$ cat src/rtl/pipeline_debug_ctrl.sv
// rtl/pipeline_debug_ctrl.sv - run/step/halt sequencing and register/cycle-count dump for the debug UART
module pipeline_debug_ctrl #(
    parameter int          N_REGS    = 32,
    parameter logic [7:0]  CMD_RUN   = 8'h63,
    parameter logic [7:0]  CMD_STEP  = 8'h73,
    parameter logic [7:0]  CMD_DUMP  = 8'h72,
    parameter logic [7:0]  CMD_CLEAR = 8'h78
) (
    input  logic        clk,
    input  logic        i_rst_n,
    input  logic        i_cmd_valid,
    input  logic [7:0]  i_cmd,
    output logic        o_cmd_ready,
    input  logic        i_halt,
    output logic        o_pipe_enable,
    output logic [4:0]  o_rf_dbg_addr,
    input  logic [31:0] i_rf_dbg_data,
    output logic        o_tx_valid,
    output logic [7:0]  o_tx_data,
    input  logic        i_tx_ready,
    output logic        o_halted,
    output logic        o_busy,
    output logic [31:0] o_cycle_count
);

    typedef enum logic [2:0] {
        IDLE    = 3'd0,
        RUN     = 3'd1,
        STEP    = 3'd2,
        DUMP_RD = 3'd3,
        DUMP_TX = 3'd4,
        CNT_TX  = 3'd5
    } state_t;

    localparam logic [4:0] LAST_IDX = 5'(N_REGS - 1);

    state_t      state;
    state_t      state_next;
    logic [31:0] shift_q;
    logic [31:0] count_q;
    logic [4:0]  addr_q;
    logic [1:0]  byte_q;
    logic        halted_q;
    logic        accept;
    logic        tx_fire;
    logic        last_byte;

    assign o_cmd_ready   = (state == IDLE) && i_rst_n;
    assign o_pipe_enable = (state == RUN) || (state == STEP);
    assign o_tx_valid    = (state == DUMP_TX) || (state == CNT_TX);
    assign o_tx_data     = shift_q[31:24];
    assign o_busy        = (state != IDLE);
    assign o_rf_dbg_addr = addr_q;
    assign o_halted      = halted_q;
    assign o_cycle_count = count_q;

    assign accept    = i_cmd_valid && o_cmd_ready;
    assign tx_fire   = o_tx_valid && i_tx_ready;
    assign last_byte = (byte_q == 2'd3);

    always_ff @(posedge clk or negedge i_rst_n) begin
        if (!i_rst_n) begin
            state <= IDLE;
        end else begin
            state <= state_next;
        end
    end

    always_comb begin
        state_next = state;
        case (state)
            IDLE: begin
                if (accept) begin
                    if (i_cmd == CMD_RUN && !halted_q) begin
                        state_next = RUN;
                    end else if (i_cmd == CMD_STEP && !halted_q) begin
                        state_next = STEP;
                    end else if (i_cmd == CMD_DUMP) begin
                        state_next = DUMP_RD;
                    end
                end
            end
            RUN: begin
                if (i_halt) begin
                    state_next = IDLE;
                end
            end
            STEP:    state_next = IDLE;
            DUMP_RD: state_next = DUMP_TX;
            DUMP_TX: begin
                if (tx_fire && last_byte) begin
                    state_next = (addr_q == LAST_IDX) ? CNT_TX : DUMP_RD;
                end
            end
            CNT_TX: begin
                if (tx_fire && last_byte) begin
                    state_next = IDLE;
                end
            end
            default: state_next = IDLE;
        endcase
    end

    // addr_q doubles as the dump register index; it is left untouched outside a dump.
    always_ff @(posedge clk or negedge i_rst_n) begin
        if (!i_rst_n) begin
            shift_q  <= 32'd0;
            count_q  <= 32'd0;
            addr_q   <= 5'd0;
            byte_q   <= 2'd0;
            halted_q <= 1'b0;
        end else begin
            if (o_pipe_enable && count_q != 32'hFFFF_FFFF) begin
                count_q <= count_q + 32'd1;
            end
            if (o_pipe_enable && i_halt) begin
                halted_q <= 1'b1;
            end
            if (accept && i_cmd == CMD_CLEAR) begin
                count_q  <= 32'd0;
                halted_q <= 1'b0;
            end
            if (accept && i_cmd == CMD_DUMP) begin
                addr_q <= 5'd0;
                byte_q <= 2'd0;
            end
            if (state == DUMP_RD) begin
                shift_q <= i_rf_dbg_data;
            end
            if (tx_fire) begin
                shift_q <= shift_q << 8;
                byte_q  <= byte_q + 2'd1;
                // Counter snapshot is loaded as the last register's final byte leaves.
                if (last_byte && state == DUMP_TX) begin
                    if (addr_q == LAST_IDX) begin
                        shift_q <= count_q;
                    end else begin
                        addr_q <= addr_q + 5'd1;
                    end
                end
            end
        end
    end

endmodule
$ cat config.mk
export PLATFORM = sky130hd
export DESIGN_NAME = pipeline_debug_ctrl
export DESIGN_NICKNAME = d
export VERILOG_FILES = /design/src/rtl/pipeline_debug_ctrl.sv
export SDC_FILE = /design/constraint.sdc
export NUM_CORES = 1
export LEC_CHECK = 0
export ABC_AREA = 1
export BUFFER_PORTS_ARGS = -buffer_cell sky130_fd_sc_hd__buf_2
export CORE_ASPECT_RATIO = 0.8
export CORE_MARGIN = 5
export CORE_UTILIZATION = 38
export CTS_BUF_LIST = sky130_fd_sc_hd__clkbuf_8
export CTS_CLUSTER_SIZE = 20
export DETAILED_ROUTE_END_ITERATION = 8
export HOLD_SLACK_MARGIN = 0.06
export PLACE_DENSITY_LB_ADDON = 0.2
export SLEW_MARGIN = 20
export SYNTH_ARGS = -nofsm -noshare
export SYNTH_HDL_FRONTEND = slang
export SYNTH_SLANG_ARGS = --single-unit
$ cat constraint.sdc
create_clock -name clk -period 1.7 [get_ports clk]
set_input_delay 0.34 -clock clk [delete_from_list [all_inputs] [get_ports clk]]
set_output_delay 0.34 -clock clk [all_outputs]
set_load 0.1 [all_outputs]
==> summary.txt <==
Worst setup path
  • Crit Path Max Fanout: 15
  • Critical path type: reg -> reg
  • Arr. time, crit path: 2120 ps
  • Worst setup EP type: flop
  • CP Launch Point: o_rf_dbg_addr[1]$_DFF_PN0_
  • Critical R2R Launch: o_rf_dbg_addr[1]$_DFF_PN0_
  • Critical path required time: 1960 ps
  • Setup crit start kind: flop

Synthesis
  • Yosys warns: 0
  • Post-synth net total: 725
  • Synth Flop Type: dfrtp_1
  • Post-synthesis adder-cell area fraction: 1.077%
  • Unique masters post-synth: 29
  • Synth Area per Inst: 6.876 um^2
  • Simple-gate portion of the synthesized area: 33.59%
  • Synth async-reset ratio: 100.0%
  • Yosys reg bits: 75
  • Post-synth top area cell: dfrtp_1
  • Seq/Total Area, Yosys: 40.38%
  • Post-synthesis compound-gate area fraction: 13.54%
  • Post-Synth XOR/XNOR Area: 2.261%
  • Synth Instances: 676
  • EDFF count, synth: 0
  • Mux contribution to synthesized area: 0%
  • Main area contributors after synthesis: dfrtp_1 40%, nand2_1 15%, nor2_1 7.4%
  • Yosys top cell area share: 40.38%
  • Synthesized area: 4648 um^2
  • Largest family of logic cells by synthesized area: simple AND/OR/NAND/NOR gates

GRT
  • Pin count of the biggest net entering global routing: 76
  • Gr usage total: 22.86%
  • Total gr overflow: 0
  • Initial antenna violation count: 0
  • First-pass GRT wire length: 25840 um
  • Vias in the first global route: 4845

Routing
  • First-pass detailed-route iteration total: 5
  • Initial DRC Count: 529
  • DRC: 0
  • Final WL: 16820 um
  • Vias per inst: 5.247
  • DR vias: 5237
  • ANT nets after route: 0
  • Wire per inst: 16.86 um

Timing
  • RSZ-0062 raised after global routing: yes
  • Max Fclk: 537.7 MHz
  • Final setup violation count: 62
  • Actual slew at the worst max-slew pin: 498.0 ps
  • Fin. Hold Viols: 0
  • Final count of pins violating max slew: 0
  • Slew HR: 67.03%
  • Final TNS setup: -3394 ps
  • Layout Skew: 11.08 ps
  • Crit share post-route: 109.4%
  • Fin crit period: 1860 ps
  • Worst Hold Slack: 216.2 ps
  • Setup ws final: -159.9 ps

Finish
  • FILL cells: 1062
  • Multi-input logic area: 2803 um^2
  • Diode count: 0
  • Layout area overhead: 49.72%
  • Final instance area: 6959 um^2
  • Commonest non-fill, non-tap cell in the layout: nand2_1
  • Nets: 890
  • Commonest non-fill, non-tap cells in the layout: 182 x nand2_1, 83 x nor2_1, 71 x buf_4
  • Final Util: 57.65%
  • Share of cells above drive strength 1: 38.42%
  • Area occupied by registers: 1908 um^2

Placement
  • DP HPWL: 11540 um
  • Port bufs: 94
  • RePlAce Congestion: 0.9141
  • DP Area: 5888 um^2
  • Pre-CTS setup slack: -138.2 ps

Floorplan
  • Initial Util: 38.51%
  • Row count: 36
  • Die Y: 108.9 um
  • Core region area: 12070 um^2
  • Die width: 133.7 um
  • Io pins: 95
  • Die Area: 14560 um^2

Power
  • Max IR drop VDD: 1093 uV
  • P_leak: 3.288 nW
  • Power per cell area: 1551 nW/um^2

Clocking
  • TritonCTS buffer count: 9
  • Clk sinks: 75
  • Root Driver: clkbuf_8
  • Htree depth: 3
  • TritonCTS clock tree: yes
  • Worst-Skew Late Latency: 380 ps
  • Clock-pin slew on the worst setup and hold paths: 80 ps
  • Clock Path Buffers: 2

Worst hold path
  • Worst hold start: i_halt
  • Hold WC Path Type: in -> reg

Flow run
  • Max-cap violations: 0

Status
  • Status: finished, violations left
  • Violated checks: negative setup slack
synthesized netlist by cell type, types with 2 or more instances:
cell,count
nand2_1,191
nor2_1,92
dfrtp_1,75
inv_1,66
o21ai_0,61
a21oi_1,49
nand3_1,42
nand4_1,22
clkbuf_1,17
buf_4,8
o221ai_1,8
xor2_1,8
nor2_2,5
buf_2,4
ha_1,4
xnor2_1,4
nand2_2,3
nor2_4,3
buf_6,2
inv_2,2
nand2_4,2
stage by stage:
stage / std cells / total power, mW
6_report: 998 / 10.79
3_3_place_gp: 958 / 8.029
2_1_floorplan: 676 / 6.530
3_5_place_dp: 958 / 8.093
5_1_grt: 998 / 11.37
4_1_cts: 987 / 10.09
report_power, final:
part	total, mW	switching (mW)	leakage (nW)	internal, mW
Clock	1.61	0.745	0.114	0.869
Combinational	6.47	4.25	2.25	2.22
Sequential	2.71	0.365	0.924	2.35
cell type report:
class	count	share of cell area [%]
sequential	75	27.42
timing repair buffer	185	22.42
inverter	68	3.901
tap	152	2.733
clock inverter	6	1.277
clock buffer	10	1.978
multi-input combinational	502	40.27
repair_timing:
| action | CTS | global route |
|---|---|---|
| pin swaps | 19 | 30 |
| hold buffers | 1 | 0 |
| hold endpoints to repair | 75 | 0 |
| cloned | 4 | 4 |
| gates resized for setup | 84 | 90 |
| setup endpoints to repair | 45 | 90 |
| buffers inserted | 9 | 8 |
sequential cells by signal (all words and copies together), names as in the netlist:
name           flops
byte_q             2
o_cycle_count     32
o_halted           1
o_rf_dbg_addr      5
shift_q           32
state              3
kinds of logic (layout without fill, tap and decap cells):
kind of cell | count (synthesis) | in the layout
flip-flops | 75 | 75
AO/OA/AOI/OAI | 119 | 119
buffers and inverters | 100 | 269
XOR/XNOR | 12 | 12
AND/OR/NAND/NOR | 366 | 367
adder cells (fa/ha/maj) | 4 | 4
final timing paths:
kind	endpoint	slack (ps)	cells after the start
worst min register to register	shift_q[29]$_DFFE_PN0P_	530	2
worst max-delay path	shift_q[19]$_DFFE_PN0P_	-160	9
max in group asynchronous	o_rf_dbg_addr[0]$_DFF_PN0_	730	3
worst min-delay path	o_halted$_DFFE_PN0P_	220	3
min in group asynchronous	o_cycle_count[8]$_DFFE_PN0P_	600	3
worst max register to register	shift_q[19]$_DFFE_PN0P_	-160	9
critical path, cell delays in order, from the launching register on:
cell	delay, ps
dfrtp_4	500
ha_4	180
and3_4	190
ha_4	160
nand4_4	130
inv_4	80
buf_6	130
buf_16	150
o21ai_2	120
a21oi_1	90
metal layers:
layer / up-vias / GRT usage [%] / share of wire [%] / routed length, um
li1: 2519 / - / - / -
met1: 2479 / 33.37 / 45 / 7511
met2: 223 / 32.93 / 45 / 7517
met3: 16 / 5.950 / 9.0 / 1512
met4: 0 / 7.562 / 1.7 / 282
met5: - / 0 / 0 / 0
No activity file was read; power rests on OpenSTA's default activity.
